File: config.mk
export PLATFORM = sky130hd
export DESIGN_NAME = rx_engine
export DESIGN_NICKNAME = d
export VERILOG_FILES = /design/src/rtl/rx_engine.sv
export SDC_FILE = /design/constraint.sdc
export NUM_CORES = 1
export LEC_CHECK = 0
export CAP_MARGIN = 10
export CORE_MARGIN = 2
export CORE_UTILIZATION = 50
export CTS_BUF_LIST = sky130_fd_sc_hd__clkbuf_16
export DETAILED_ROUTE_END_ITERATION = 10
export PLACE_DENSITY = 0.82
export SLEW_MARGIN = 20
export SYNTH_ARGS = -nofsm -noshare
export SYNTH_HDL_FRONTEND = slang
export SYNTH_SLANG_ARGS = --single-unit
File: constraint.sdc
create_clock -name clk_i -period 2.1 [get_ports clk_i]
set_input_delay 0.42 -clock clk_i [delete_from_list [all_inputs] [get_ports clk_i]]
set_output_delay 0.42 -clock clk_i [all_outputs]
set_load 0.02 [all_outputs]
File: src/rtl/rx_engine.sv
// Oversampled 8N1 UART receive engine: synchronizes the line, samples each bit at
// mid-bit on the shared oversampling tick and pushes good bytes to the RX FIFO.
module rx_engine #(
    parameter int unsigned OSR       = 16,
    parameter int unsigned DATA_BITS = 8
) (
    input  logic                 clk_i,
    input  logic                 reset_i,
    input  logic                 osr_tick_i,
    input  logic                 rx_en_i,
    input  logic                 rx_data_i,
    input  logic                 clr_frame_err_i,
    output logic [DATA_BITS-1:0] rx_fifo_wdata_o,
    output logic                 rx_fifo_wen_o,
    output logic                 rx_busy_o,
    output logic                 frame_err_o
);

    localparam int unsigned TW = $clog2(OSR);
    localparam int unsigned BW = $clog2(DATA_BITS + 1);

    localparam logic [TW-1:0] HALF_LAST = TW'(OSR / 2 - 1);
    localparam logic [TW-1:0] FULL_LAST = TW'(OSR - 1);
    localparam logic [BW-1:0] BIT_LAST  = BW'(DATA_BITS - 1);

    typedef enum logic [2:0] {
        IDLE,
        START,
        DATA,
        STOP,
        WAIT_IDLE
    } state_t;

    state_t               state, state_n;
    logic                 rx_m, rx_s;
    logic [TW-1:0]        tick_cnt, tick_n;
    logic [BW-1:0]        bit_cnt, bit_n;
    logic [DATA_BITS-1:0] shift, shift_n;
    logic [DATA_BITS-1:0] wdata_n;
    logic                 wen_n;
    logic                 err_n;
    logic                 err_set;

    always_ff @(posedge clk_i) begin
        if (reset_i) begin
            rx_m            <= 1'b1;
            rx_s            <= 1'b1;
            state           <= IDLE;
            tick_cnt        <= '0;
            bit_cnt         <= '0;
            shift           <= '0;
            rx_fifo_wdata_o <= '0;
            rx_fifo_wen_o   <= 1'b0;
            frame_err_o     <= 1'b0;
        end else begin
            rx_m            <= rx_data_i;
            rx_s            <= rx_m;
            state           <= state_n;
            tick_cnt        <= tick_n;
            bit_cnt         <= bit_n;
            shift           <= shift_n;
            rx_fifo_wdata_o <= wdata_n;
            rx_fifo_wen_o   <= wen_n;
            frame_err_o     <= err_n;
        end
    end

    always_comb begin
        state_n   = state;
        tick_n    = tick_cnt;
        bit_n     = bit_cnt;
        shift_n   = shift;
        wdata_n   = rx_fifo_wdata_o;
        wen_n     = 1'b0;
        err_set   = 1'b0;
        rx_busy_o = (state != IDLE);

        // Disable aborts any frame in progress regardless of tick timing.
        if (state != IDLE && !rx_en_i) begin
            state_n = IDLE;
            tick_n  = '0;
            bit_n   = '0;
        end else if (osr_tick_i) begin
            case (state)
                IDLE: begin
                    if (rx_en_i && !rx_s) begin
                        state_n = START;
                        tick_n  = '0;
                    end
                end
                START: begin
                    if (tick_cnt == HALF_LAST) begin
                        tick_n  = '0;
                        bit_n   = '0;
                        state_n = rx_s ? IDLE : DATA;
                    end else begin
                        tick_n = tick_cnt + 1'b1;
                    end
                end
                DATA: begin
                    if (tick_cnt == FULL_LAST) begin
                        tick_n  = '0;
                        shift_n = {rx_s, shift[DATA_BITS-1:1]};
                        bit_n   = bit_cnt + 1'b1;
                        if (bit_cnt == BIT_LAST) begin
                            state_n = STOP;
                        end
                    end else begin
                        tick_n = tick_cnt + 1'b1;
                    end
                end
                STOP: begin
                    if (tick_cnt == FULL_LAST) begin
                        tick_n = '0;
                        bit_n  = '0;
                        if (rx_s) begin
                            wen_n   = 1'b1;
                            wdata_n = shift;
                            state_n = IDLE;
                        end else begin
                            err_set = 1'b1;
                            state_n = WAIT_IDLE;
                        end
                    end else begin
                        tick_n = tick_cnt + 1'b1;
                    end
                end
                WAIT_IDLE: begin
                    if (rx_s) begin
                        state_n = IDLE;
                    end
                end
                default: begin
                    state_n = IDLE;
                    tick_n  = '0;
                    bit_n   = '0;
                end
            endcase
        end

        if (err_set) begin
            err_n = 1'b1;
        end else if (clr_frame_err_i) begin
            err_n = 1'b0;
        end else begin
            err_n = frame_err_o;
        end
    end

endmodule

After elaboration in Yosys (flattened, before gate mapping)
Cells that the tools add are included.
{ "totals": {"regBits": 31, "word_cells": 71} }
{ "classes": {"n_reduce_logical": 16, "bitwise": 6, "n_eq_ne": 13, "addsub": 2, "muxes": 25} }
{ "ops": {"columns": ["cell", "count"], "rows": [
  ["4-bit case mux with 4 select lines", 2],
  ["4-bit 2-to-1 mux", 6],
  ["3-bit 2-to-1 mux", 7],
  ["3-bit case mux with 5 select lines", 1],
  ["2-bit != test, second input constant", 6],
  ["5-bit AND reduction", 2],
  ["4-bit by 1-bit adder with 4-bit output, second input constant", 2],
  ["4-bit by 3-bit equality test with 1-bit output, second input constant", 2],
  ["1-bit 2-to-1 mux", 8],
  ["7-bit AND reduction", 1],
  ["3-bit by 2-bit equality test with 1-bit output, second input constant", 2],
  ["1-bit inverter", 6],
  ["2-bit OR reduction", 3],
  ["5-bit OR reduction", 1],
  ["4-bit equality test, second input constant", 1],
  ["4-bit AND reduction", 1],
  ["3-bit by 1-bit equality test with 1-bit output, second input constant", 1],
  ["3-bit equality test, second input constant", 1],
  ["3-bit zero test", 1],
  ["3-bit AND reduction", 1],
  ["3-bit nonzero test", 1],
  ["1-bit logical AND", 2],
  ["1-bit zero test", 2],
  ["2-bit 2-to-1 mux", 1],
  ["2-bit nonzero test", 1]
]} }

Depth between registers and ports, before layout
Gate-level depths: netlist of the first run.
{ "logic_depth": {"depth_word": 6, "ltp_mapped": 5, "ltp_nobuf": 5} }

Least setup slack after synthesis of the first run
Ideal clock, no wire load.
{ "synth_path": {"path_kind": "register to register", "start": "register tick_cnt[0]", "end": "register tick_cnt[3]", "period_less_slack_ns": 1.915, "arrival_ns": 1.841, "setup_time_ns": 0.074, "path_stages_with_launch": 6, "setup_slack_ns": 0.185, "path_cell_list": "dfxtp_1 > ha_1 > and4_4 > or4_4 > or4_1 > a31oi_1"} }
{ "synth_via": {"elab_chain_len": 3} }
{ "synth_lines": {"columns": ["item", "line", "rtl"], "rows": [
  ["start, declared", "36", "logic [TW-1:0] tick_cnt, tick_n;"],
  ["start signal, assigned", "59", "tick_cnt <= tick_n;"],
  ["4-bit by 1-bit adder with 4-bit output, or another cell as far along", "97, 109, 125", null],
  ["4-bit 2-to-1 mux, on equally long branches", "101, 113, 92", null],
  ["4-bit case mux with 4 select lines *", "84", "case (state)"]
]} }
Mark *: on every way between the ends. The rest lies on a longest branch, timed or not.
A chain may end at the register's enable or synchronous reset.

Final worst setup path of the first run
Same ends and word-level chain as after synthesis.

==> out/results.md, run 1 <==
| Group | Parameter | Reported |
|---|---|---|
| sta | Count of final hold-check violations | 0 |
| route | Iteration-0 DRC Markers | 48 |
| route | Detailed-route vias per instance | 5.80 |
| die | Top-level port count | 17 |
| route | Wire per inst | 14.7 um |
| synthesis | Sequential area share after synthesis | 44.2% |
| synthesis | Average cell area after synthesis | 9.37 um2 |
| run status | Status | finished clean |
| clocking | Number of buffers created by CTS | 5 |
| die | Starting density of the core | 51.8% |
| placed design | Pre-CTS WS | -0.0166 ns |
| clocking | Clock sink count | 31 |
| cells and area | Most common library cell in the layout ignoring fill and taps | dfxtp_1 |
| route | Number of nets with antenna violations after routing | 0 |
| clocking | Number of buffers on the longest clock path | 2 |
| clocking | Buffer count from post-CTS setup fixing | 0 |
| cells and area | Fraction of final layout cells with drive strength greater than 1 | 14.2% |
| setup path | Critical Path Start Type | register |
| die | Die Area | 3250 um2 |
| cells and area | Count of nets after finishing | 184 |
| power | Peak supply drop | 0.662 mV |
| route | Routed met1 length | 1300 um |
| route | DRC violation count after routing | 0 |
| setup path | Classification of the worst setup path | register to register |
| placed design | Count of input and output buffers | 16 |
| worst hold path | Start point of the worst hold path | rx_m |
| sta | Final cycle utilization of the critical path | 93.6% |
| cells and area | Total inserted antenna cells | 0 |
| cells and area | Area delta synth->final | 26.3% |
| synthesis | Post-synthesis net count | 158 |
| worst hold path | Worst hold path class | register to register |
| route | Met3 Wirelength | 150 um |
| grt | Combined global-route utilization of all metal layers | 20.8% |
| synthesis | Number of library cell types mapped by synthesis | 40 |
| route | Routed length on met2 | 1510 um |
| synthesis | Count of mapped cells out of synthesis | 150 |
| setup path | Data arrival time of the critical path | 2.17 ns |
| die | Std-Cell Rows | 19 |
| die | Horizontal extent of the die | 57.0 um |
| placed design | RD Place Congestion | 0.888 |
| power | Pwr dens | 815 nW/um2 |
| sta | Fin Hold WS | 0.418 ns |
| sta | Max-slew violation total from the final report | 0 |
| setup path | Reg-to-Reg Start | tick_cnt[0] |
| clocking | H-Tree Level Count | 2 |
| placed design | Sum of net half-perimeters after detailed placement | 2110 um |
| clocking | Clock transition time at the flip-flop clock pins of the worst setup and hold paths | 0.05 ns |
| setup path | Sort of element at the end of the critical path | register |
| sta | RSZ-0062 raised after global routing | no |
| synthesis | Number of warnings issued by yosys | 0 |
| grt | Number of global-route vias before repair | 1147 |
| power | Total leakage power | 0.623 nW |
| sta | Clock tree skew after final layout | 0.00531 ns |
| route | Top layer reached by signal wires | met4 |
| grt | Wire length of the first global-routing pass | 5110 um |
| power | Total Power | 0.00145 W |
| sta | Worst slew margin relative to its limit | 60.3% |
| clocking | TritonCTS clock tree | built |
| sta | Fmax | 509 MHz |
| sta | Shortest clock period the worst path allows after layout | 1.97 ns |
| setup path | Worst endpoint required time | 2.31 ns |
| job | Count of max-cap constraint violations | 0 |
| route | Initial DRT Pass Iterations | 4 |
| die | Core Region | 2710 um2 |
| grt | Antenna violations before repair | 0 |
| synthesis | Post-synthesis sequential element count | 31 |
| setup path | Launch point of the worst path | tick_cnt[0] |
| grt | Pin count of the biggest net entering global routing | 21 |
| route | Total Wirelength | 3050 um |
| die | Height of the die | 57.0 um |
| sta | Setup WS post-layout | 0.135 ns |
| synthesis | Combined area of all synthesized cells | 1410 um2 |
| cells and area | Filler cell count | 229 |
| route | Total number of vias | 1201 |
| cells and area | Post-Route Utilization | 65.5% |
| setup path | Crit Path Max Fanout | 4 |
| grt | Aggregate global routing overflow | 0 |
| clocking | Clock latency on the worst-skew pair | 0.28 ns |
| sta | Transition at the pin with the smallest max-transition slack | 0.594 ns |
| cells and area | Commonest cells after routing, fill and taps aside | 31 x dfxtp_1, 25 x nor2_1, 16 x mux2i_1 |
| clocking | Clock root cell | clkbuf_16 |
| sta | Count of endpoints failing setup in the final report | 0 |
==> synthesized netlist by cell type <==
library cell   n  area (um2)
inv_1          6        22.5
buf_4          1        7.51
a32oi_1        1        8.76
nor3b_1        2        15.0
nand4_2        1        12.5
or2_2          3        18.8
and4_4         1        11.3
or3b_2         2        17.5
ha_1           2        25.0
o31ai_1        3        22.5
a211oi_1       2        15.0
nor4_1         1        6.26
a211o_1        3        26.3
nand2b_1       1        6.26
a21o_1         1        7.51
nand3b_1       2        15.0
clkbuf_1       2        7.51
nand4bb_1      1        11.3
or4_4          1        11.3
nor3_1         4        20.0
nand3_1        2        10.0
a31oi_1        2        12.5
mux2i_1       16         160
nor3_2         1        10.0
o41ai_1        1        8.76
or4_1          2        15.0
nand2_1        7        26.3
o41a_1         1        11.3
buf_2          3        15.0
or2b_1         1        7.51
nor4_4         1        21.3
a2bb2oi_1      1        8.76
o21a_1         1        7.51
nor4bb_1       1        10.0
o21ai_0        2        10.0
a311oi_1       1        8.76
dfxtp_1       31         621
a21oi_1        7        35.0
nor2_1        25        93.8
or3_1          4        25.0
==> repair_timing <==
| item | CTS | global route |
|---|---|---|
| hold endpoints to repair | 0 | 0 |
| hold buffers | 0 | 0 |
| resized for setup | 1 | 0 |
| endpoints found under the setup margin | 1 | 0 |
==> state kept, by name (all words and copies together) (netlist names) <==
signal,flops
rx_fifo_wdata_o,8
shift,8
bit_cnt,4
tick_cnt,4
state,3
frame_err_o,1
rx_fifo_wen_o,1
rx_m,1
rx_s,1
==> stage by stage <==
step | area (um2) | setup TNS, ns | std cells
finish | 1770 | 0 | 207
global placement | 1640 | 0 | 200
floorplan | 1410 | 0 | 150
CTS | 1770 | 0 | 207
global route | 1770 | 0 | 207
detailed placement | 1640 | -0.0166 | 200
==> layout make-up <==
type,instances,area (um2),share of cell area [%]
Sequential cell,31,621,35.0
Clock inverter,2,8.76,0.494
Clock buffer,5,125,7.05
Timing Repair Buffer,25,226,12.8
Tap cell,31,38.8,2.19
Inverter,6,22.5,1.27
Multi-Input combinational cell,107,732,41.3
==> layer usage <==
metal	up-vias	global-route usage (%)
met5	-	0
met4	0	14.0
met3	8	5.90
met2	35	33.7
met1	563	23.8
li1	595	-
==> critical path, stage by stage, from the launching register on <==
cell	delay (ns)
dfxtp_1	0.33
ha_1	0.24
and4_4	0.20
or4_4	0.48
or4_1	0.48
a31oi_1	0.16
==> report_power, final <==
group	internal, W	switching (W)	total (W)	leakage, nW
sequential	0.000599	0.0000117	0.000610	0.250
clock	0.000424	0.000237	0.000661	0.0671
combinational	0.0000724	0.000102	0.000174	0.306
==> path summary, 6_finish.rpt <==
check,cells after the start,slack (ns),to
worst max-delay path,5,0.13,tick_cnt[3]
worst min-delay path,1,0.42,rx_s
worst max register to register,5,0.13,tick_cnt[3]
worst min register to register,1,0.42,rx_s
==> cell families (layout without fill, tap and decap cells) <==
group | count (synthesis) | in the layout | share of synthesized area (%)
compound gates | 26 | 26 | 13.0
fa+ha+maj | 2 | 2 | 1.78
buf+inv | 12 | 38 | 3.74
flops | 31 | 31 | 44.2
mux | 16 | 16 | 11.4
simple gates | 63 | 63 | 25.9
Power figures use the tool's default switching activity.
==> inputs of run 2 (changes only) <==
--- a/config.mk
+++ b/config.mk
@@ -5,13 +5,15 @@
 export SDC_FILE = /design/constraint.sdc
 export NUM_CORES = 1
 export LEC_CHECK = 0
+export ABC_CLOCK_PERIOD_IN_PS = 2100
 export CAP_MARGIN = 10
 export CORE_MARGIN = 2
-export CORE_UTILIZATION = 50
+export CORE_UTILIZATION = 25
 export CTS_BUF_LIST = sky130_fd_sc_hd__clkbuf_16
 export DETAILED_ROUTE_END_ITERATION = 10
-export PLACE_DENSITY = 0.82
+export PLACE_DENSITY = 0.51
 export SLEW_MARGIN = 20
 export SYNTH_ARGS = -nofsm -noshare
 export SYNTH_HDL_FRONTEND = slang
 export SYNTH_SLANG_ARGS = --single-unit
+export TNS_END_PERCENT = 100
==> out/results.md, run 2 (same netlist as run 1, synthesis figures left out) <==
| Group | Parameter | Reported | vs previous |
|---|---|---|---|
| run status | Status | finished clean | unchanged |
| sta | Count of endpoints failing setup in the final report | 0 | unchanged |
| power | Total leakage power | 0.700 nW | was 0.623 nW |
| placed design | Sum of net half-perimeters after detailed placement | 2190 um | was 2110 um |
| setup path | Sort of element at the end of the critical path | register | unchanged |
| die | Starting density of the core | 25.7% | was 51.8% |
| clocking | Number of buffers created by CTS | 5 | unchanged |
| power | Power dissipated by switching net loads | 0.000369 W | was 0.000351 W |
| sta | Worst slew margin relative to its limit | 72.5% | was 60.3% |
| cells and area | Post-route cell area | 1950 um2 | was 1770 um2 |
| route | Total Wirelength | 3150 um | was 3050 um |
| route | Detailed-route vias per instance | 4.51 | was 5.80 |
| sta | Count of final hold-check violations | 0 | unchanged |
| die | Horizontal extent of the die | 79.0 um | was 57.0 um |
| sta | Sum of negative setup slack | 0 ns | unchanged |
| sta | Transition at the pin with the smallest max-transition slack | 0.406 ns | was 0.594 ns |
| die | Top-level port count | 17 | unchanged |
| clocking | Clock latency on the worst-skew pair | 0.27 ns | was 0.28 ns |
| power | Pwr dens | 892 nW/um2 | was 815 nW/um2 |
| clocking | Clock transition time at the flip-flop clock pins of the worst setup and hold paths | 0.05 ns | about the same |
| sta | Max-slew violation total from the final report | 0 | unchanged |
| placed design | Cell area after placement | 1760 um2 | was 1640 um2 |
| setup path | Cell type of the slowest stage on the worst timing path | or4_4 | unchanged |
| setup path | Classification of the worst setup path | register to register | unchanged |
| clocking | TritonCTS clock tree | built | unchanged |
| cells and area | Footprint of the multi-input gates | 732 um2 | unchanged |
| cells and area | Total inserted antenna cells | 0 | unchanged |
| cells and area | Area delta synth->final | 38.7% | was 26.3% |
| worst hold path | Cell count of the worst hold path | 1 | unchanged |
| power | Switching Share | 21.2% | was 24.3% |
| sta | Final cycle utilization of the critical path | 92.9% | was 93.6% |
| sta | RSZ-0062 raised after global routing | no | unchanged |
| cells and area | FF+latch area | 621 um2 | unchanged |
| cells and area | Largest registers | rx_fifo_wdata_o: 8 flops, shift: 8 flops | unchanged |
| setup path | Crit Path Max Fanout | 4 | unchanged |
| setup path | Critical Path Start Type | register | unchanged |
| grt | Combined global-route utilization of all metal layers | 11.6% | was 20.8% |
| setup path | Worst endpoint required time | 2.30 ns | was 2.31 ns |
| sta | Fmax | 512 MHz | was 509 MHz |
| worst hold path | Worst hold path class | register to register | unchanged |
| clocking | Clock root cell | clkbuf_16 | unchanged |
| setup path | Cell-by-cell listing of the critical path | ha_1 > and4_4 > or4_4 > or4_1 > a31oi_1 | unchanged |
| grt | Pin count of the biggest net entering global routing | 21 | unchanged |
| clocking | Clock sink count | 31 | unchanged |
| route | DRC violation count after routing | 0 | unchanged |
| grt | Aggregate global routing overflow | 0 | unchanged |
| cells and area | Most common library cell in the layout ignoring fill and taps | dfxtp_1 | unchanged |
| die | Die Area | 6240 um2 | was 3250 um2 |
| clocking | H-Tree Level Count | 2 | unchanged |
| cells and area | Filler cell count | 579 | was 229 |
| sta | Clock tree skew after final layout | 0.00430 ns | was 0.00531 ns |
| power | Clock group share of total power | 53.3% | was 45.7% |
| cells and area | Post-Route Utilization | 35.6% | was 65.5% |
| route | Initial DRT Pass Iterations | 4 | unchanged |
| clocking | Buffer count from post-CTS setup fixing | 0 | unchanged |
| setup path | Data arrival time of the critical path | 2.15 ns | was 2.17 ns |
| grt | Antenna violations before repair | 0 | unchanged |
| placed design | RD Place Congestion | 0.802 | was 0.888 |
| sta | Shortest clock period the worst path allows after layout | 1.95 ns | was 1.97 ns |
| route | Number of nets with antenna violations after routing | 0 | unchanged |
| power | Combinational Power Share | 11.5% | was 12.0% |
| grt | Wire length of the first global-routing pass | 5560 um | was 5110 um |
| cells and area | Fraction of final layout cells with drive strength greater than 1 | 17.9% | was 14.2% |
| route | Iteration-0 DRC Markers | 35 | was 48 |
| setup path | Number of cells on the worst reg-to-reg path | 5 | unchanged |
| die | Core Region | 5470 um2 | was 2710 um2 |
| grt | Number of global-route vias before repair | 1168 | was 1147 |
| placed design | Count of input and output buffers | 16 | unchanged |
| job | Count of max-cap constraint violations | 0 | unchanged |
| power | Flop pwr share | 35.2% | was 42.2% |
| clocking | Cts-stage hold buffer count | 0 | unchanged |
| clocking | Post-CTS Resized | 0 | was 1 |
| route | Wire per inst | 12.3 um | was 14.7 um |
| die | Std-Cell Rows | 27 | was 19 |
| die | Height of the die | 79.0 um | was 57.0 um |
| cells and area | Count of nets after finishing | 191 | was 184 |
| setup path | Stage delay of the slowest cell on the critical path | 0.49 ns | was 0.48 ns |
| clocking | Number of buffers on the longest clock path | 2 | unchanged |
| power | Peak supply drop | 0.372 mV | was 0.662 mV |
| cells and area | Commonest cells after routing, fill and taps aside | 31 x dfxtp_1, 25 x nor2_1, 16 x mux2i_1 | unchanged |
| power | Total internal power | 0.00137 W | was 0.00109 W |
| route | Total number of vias | 1155 | was 1201 |
-- run 2: worst paths after layout --
kind                                  start          end  slack [ns]
worst max-delay path            tick_cnt[0]  tick_cnt[3]        0.15
worst min-delay path                   rx_m         rx_s        0.41
worst max register to register  tick_cnt[0]  tick_cnt[3]        0.15
worst min register to register         rx_m         rx_s        0.41
-- run 2: through the flow --
step | setup WS, ns | hold WS [ns] | std cells | power [W]
after floorplan | 0.185 | 0.389 | 150 | 0.000740
after global placement | 0.0814 | 0.392 | 248 | 0.000827
after detailed placement | 0.0788 | 0.399 | 248 | 0.000827
after CTS | 0.0413 | 0.412 | 256 | 0.00176
after global routing | 0.0688 | 0.418 | 256 | 0.00181
final | 0.149 | 0.408 | 256 | 0.00174
-- run 2: cell type report --
class                   count  share of cell area, %
clock buffers               5                   6.42
clock inverters             3                   3.27
inverters                   6                   1.16
multi-input cells         107                   37.5
flip-flops and latches     31                   31.8
well taps                  72                   4.62
repair buffers             32                   15.1
-- run 2: worst max-delay path, delay by kind of cell, from the launching register on --
family                     cells  cell delay (ns)
AOI/OAI and AO/OA              1             0.16
adders and majority gates      1             0.23
and+or+nand+nor                3             1.16
DFF                            1             0.32
-- run 2: power groups by stage --
stage | logic, W | registers (W) | clock network (W)
2_1_floorplan | 0.000124 | 0.000616 | 0
3_3_place_gp | 0.000203 | 0.000624 | 0
3_5_place_dp | 0.000203 | 0.000624 | 0
4_1_cts | 0.000204 | 0.000611 | 0.000947
5_1_grt | 0.000222 | 0.000613 | 0.000978
6_report | 0.000200 | 0.000612 | 0.000927
-- run 2: layer usage --
metal	track usage, %	vias up	part of all wire [%]
met1	15.1	525	49
li1	-	609	-
met4	5.86	0	2.0
met2	17.4	16	45
met5	0	-	0
met3	3.41	5	3.2
==> inputs of run 3 (changes only) <==
--- a/config.mk
+++ b/config.mk
@@ -5,6 +5,7 @@
 export SDC_FILE = /design/constraint.sdc
 export NUM_CORES = 1
 export LEC_CHECK = 0
+export ABC_AREA = 1
 export ABC_CLOCK_PERIOD_IN_PS = 2100
 export CAP_MARGIN = 10
 export CORE_MARGIN = 2
==> out/results.md, run 3 <==
| Group | Parameter | Reported | vs previous |
|---|---|---|---|
| grt | Met1 global-route usage | 13.8% | was 15.1% |
| grt | Number of global-route vias before repair | 1294 | was 1168 |
| run status | Status | finished clean | unchanged |
| clocking | Clock transition time at the flip-flop clock pins of the worst setup and hold paths | 0.05 ns | about the same |
| cells and area | Largest registers | rx_fifo_wdata_o: 8 flops, shift: 8 flops | unchanged |
| power | Total internal power | 0.00132 W | was 0.00137 W |
| sta | Worst slew margin relative to its limit | 75.8% | was 72.5% |
| synthesis | Sequential area share after synthesis | 41.4% | was 44.2% |
| clocking | Post-CTS Resized | 0 | unchanged |
| cells and area | Filler cell count | 640 | was 579 |
| synthesis | Synth area leaders | dfxtp_1 41%, nand2_1 11%, nor2_1 10%, a21oi_1 6.3%, inv_1 4.5% | was dfxtp_1 44%, mux2i_1 11%, nor2_1 6.7%, a21oi_1 2.5%, nand2_1 1.9% |
| power | Combinational Power Share | 22.4% | was 11.5% |
| synthesis | Top_reg_cell synth | dfxtp_1 | unchanged |
| setup path | Crit Path Max Fanout | 5 | was 4 |
| synthesis | Number of warnings issued by yosys | 0 | unchanged |
| sta | Fmax | 542 MHz | was 512 MHz |
| setup path | Sort of element at the end of the critical path | output pin | was register |
| route | Iteration-0 DRC Markers | 73 | was 35 |
| die | Horizontal extent of the die | 81.4 um | was 79.0 um |
| die | Top-level port count | 17 | unchanged |
| cells and area | FF+latch area | 621 um2 | unchanged |
| clocking | TritonCTS clock tree | built | unchanged |
| setup path | Classification of the worst setup path | register to output pin | was register to register |
| clocking | Cts-stage hold buffer count | 0 | unchanged |
| grt | Met3 usage in global routing | 3.00% | was 3.41% |
| setup path | Stage delay of the slowest cell on the critical path | 0.55 ns | was 0.49 ns |
| clocking | Clock sink count | 31 | unchanged |
| clocking | Clock latency on the worst-skew pair | 0.28 ns | was 0.27 ns |
| setup path | Largest delay share family, worst path | buffers and inverters | was simple AND/OR/NAND/NOR gates |
| power | Peak supply drop | 0.444 mV | was 0.372 mV |
| synthesis | Most repeated cell in the gate-level netlist after synthesis | nand2_1 | was dfxtp_1 |
| synthesis | Share of async-settable or async-resettable flops after synthesis | 0% | unchanged |
| die | Std-Cell Rows | 28 | was 27 |
| route | Total Wirelength | 3270 um | was 3150 um |
| grt | Pin count of the biggest net entering global routing | 14 | was 21 |
| synthesis | Count of mapped cells out of synthesis | 212 | was 150 |
| route | DRC violation count after routing | 0 | unchanged |
| sta | Max-slew violation total from the final report | 0 | unchanged |
| cells and area | Count of non-filler cells in the finished layout | 312 | was 256 |
| route | Detailed-route vias per instance | 4.37 | was 4.51 |
| grt | Global-route track usage on met2 | 19.0% | was 17.4% |
| cells and area | Area delta synth->final | 28.7% | was 38.7% |
| synthesis | Average cell area after synthesis | 7.06 um2 | was 9.37 um2 |
| setup path | Data arrival time of the critical path | 1.42 ns | was 2.15 ns |
| sta | Fin Hold WS | 0.410 ns | was 0.408 ns |
| sta | Shortest clock period the worst path allows after layout | 1.84 ns | was 1.95 ns |
| cells and area | Total inserted antenna cells | 0 | unchanged |
| sta | Setup WS post-layout | 0.256 ns | was 0.149 ns |
| power | Pwr dens | 967 nW/um2 | was 892 nW/um2 |
| setup path | Critical Path Start Type | register | unchanged |
| placed design | Total instance count after detailed placement | 304 | was 248 |
| power | Clock group share of total power | 43.2% | was 53.3% |
| placed design | Sum of net half-perimeters after detailed placement | 2460 um | was 2190 um |
| route | Wire per inst | 10.5 um | was 12.3 um |
| synthesis | Number of library cell types mapped by synthesis | 24 | was 40 |
| synthesis | EDFF count, synth | 0 | unchanged |
| setup path | Worst endpoint required time | 1.68 ns | was 2.30 ns |
| setup path | Cell-by-cell listing of the critical path | nor2_4 > nand2_2 > clkdlybuf4s50_1 | was ha_1 > and4_4 > or4_4 > or4_1 > a31oi_1 |
| route | Total number of vias | 1363 | was 1155 |
| clocking | Number of buffers created by CTS | 5 | unchanged |
| grt | Aggregate global routing overflow | 0 | unchanged |
| clocking | Number of buffers on the longest clock path | 2 | unchanged |
| die | Height of the die | 81.4 um | was 79.0 um |
| synthesis | Post-synthesis sequential element count | 31 | unchanged |
| grt | Combined global-route utilization of all metal layers | 11.4% | was 11.6% |
| grt | Antenna violations before repair | 0 | unchanged |
| sta | Count of endpoints failing setup in the final report | 0 | unchanged |
| placed design | Count of input and output buffers | 16 | unchanged |
| route | Number of nets with antenna violations after routing | 0 | unchanged |
| placed design | RD Place Congestion | 0.765 | was 0.802 |
| sta | Transition at the pin with the smallest max-transition slack | 0.363 ns | was 0.406 ns |
| cells and area | Most common library cell in the layout ignoring fill and taps | nand2_1 | was dfxtp_1 |
| route | Initial DRT Pass Iterations | 4 | unchanged |
| sta | Clock tree skew after final layout | 0.00429 ns | was 0.00430 ns |
| cells and area | Footprint of the multi-input gates | 769 um2 | was 732 um2 |
| clocking | Buffer count from post-CTS setup fixing | 0 | unchanged |
| die | Core Region | 5850 um2 | was 5470 um2 |
| cells and area | Commonest cells after routing, fill and taps aside | 44 x nand2_1, 40 x nor2_1, 31 x dfxtp_1 | was 31 x dfxtp_1, 25 x nor2_1, 16 x mux2i_1 |
| job | Count of max-cap constraint violations | 0 | unchanged |
| synthesis | Area share of the leading cell type in the synthesized netlist | 41.4% | was 44.2% |
| synthesis | Most frequent cells after synthesis | 44 x nand2_1, 40 x nor2_1, 31 x dfxtp_1 | was 31 x dfxtp_1, 25 x nor2_1, 16 x mux2i_1 |
| synthesis | Cell accounting for the most synthesized area | dfxtp_1 | unchanged |
| cells and area | Fraction of final layout cells with drive strength greater than 1 | 13.1% | was 17.9% |
| grt | Global-route layer with the greatest usage | met2 | unchanged |
| sta | RSZ-0062 raised after global routing | no | unchanged |
| sta | Final cycle utilization of the critical path | 87.8% | was 92.9% |
| clocking | H-Tree Level Count | 2 | unchanged |
| grt | Wire length of the first global-routing pass | 5750 um | was 5560 um |
| placed design | Pre-CTS WS | 0.276 ns | was 0.0788 ns |
| synthesis | Post-synthesis net count | 220 | was 158 |
| worst hold path | Worst hold path class | register to register | unchanged |
| cells and area | Count of nets after finishing | 244 | was 191 |
| power | Flop pwr share | 34.4% | was 35.2% |
| power | Switching Share | 29.4% | was 21.2% |
| die | Starting density of the core | 25.6% | was 25.7% |
| sta | Sum of negative setup slack | 0 ns | unchanged |
| clocking | Clock root cell | clkbuf_16 | unchanged |
| synthesis | Combined area of all synthesized cells | 1500 um2 | was 1410 um2 |
| die | Die Area | 6630 um2 | was 6240 um2 |
| setup path | Cell type of the slowest stage on the worst timing path | clkdlybuf4s50_1 | was or4_4 |
| setup path | Combined buffer and inverter count along the critical path | 1 | was 0 |
| power | Power dissipated by switching net loads | 0.000548 W | was 0.000369 W |
| sta | Count of final hold-check violations | 0 | unchanged |
| power | Total leakage power | 0.800 nW | was 0.700 nW |
[run 3: changes by cell type after synthesis, moves of 4 or more]
cell	delta
a21oi_1	+12
inv_1	+12
mux2i_1	-16
nand2_1	+37
nand3_1	+9
nand4_1	+9
nor2_1	+15
nor2_2	+5
nor3_1	-4
o21ai_0	+8
or3_1	-4
[run 3: logic make-up after synthesis]
kind of cell	share of synthesized area [%]
xor gates and xnor gates	1.75
and+or+nand+nor	37.3
AOI/OAI and AO/OA	10.6
buffers and inverters	7.19
DFF	41.4
adders and majority gates	1.67
[run 3: per-stage QoR]
| stage | utilization [%] | power (W) | area [um2] |
|---|---|---|---|
| after floorplan | - | 0.000963 | 1500 |
| after global placement | 30.1 | 0.00108 | 1760 |
| after detailed placement | 30.1 | 0.00107 | 1760 |
| after CTS | 32.9 | 0.00189 | 1930 |
| after global routing | 32.9 | 0.00197 | 1930 |
| final | 32.9 | 0.00186 | 1930 |
[run 3: final timing paths]
kind                                  start  slack (ns)  depth (start not counted)         to
worst min register to register         rx_m        0.41                          1       rx_s
worst max-delay path               state[0]        0.26                          3  rx_busy_o
worst max register to register  tick_cnt[0]        0.47                          8   shift[4]
worst min-delay path                   rx_m        0.41                          1       rx_s
[run 3: final cells by class]
cell class	count	share of cell area, %
Inverter	21	4.22
Multi-Input combinational cell	156	39.9
Sequential cell	31	32.2
Clock inverter	3	2.01
Tap cell	75	4.87
Clock buffer	5	6.49
Timing Repair Buffer	21	10.3
[run 3: worst reg2reg max path: stages (launching register included)]
cell and delay [ns]:
dfxtp_1 0.38, ha_1 0.23, nand3_1 0.20, nor2_2 0.18
nand2_4 0.08, nor2_4 0.18, inv_2 0.10, nor2_1 0.10
nor2_1 0.05
[run 3: routing by layer]
metal  vias to the layer above  part of all wire (%)
met5                         -                     0
met4                         0                   1.2
met3                         6                   3.5
met2                        26                    45
met1                       602                    50
li1                        729                     -
[run 3: power groups by stage]
stage               combinational, W  clock [W]  sequential [W]
global placement            0.000425          0        0.000651
detailed placement          0.000421          0        0.000651
CTS                         0.000421   0.000829        0.000639
global route                0.000471   0.000856        0.000642
finish                      0.000418   0.000805        0.000640
floorplan                   0.000315          0        0.000648
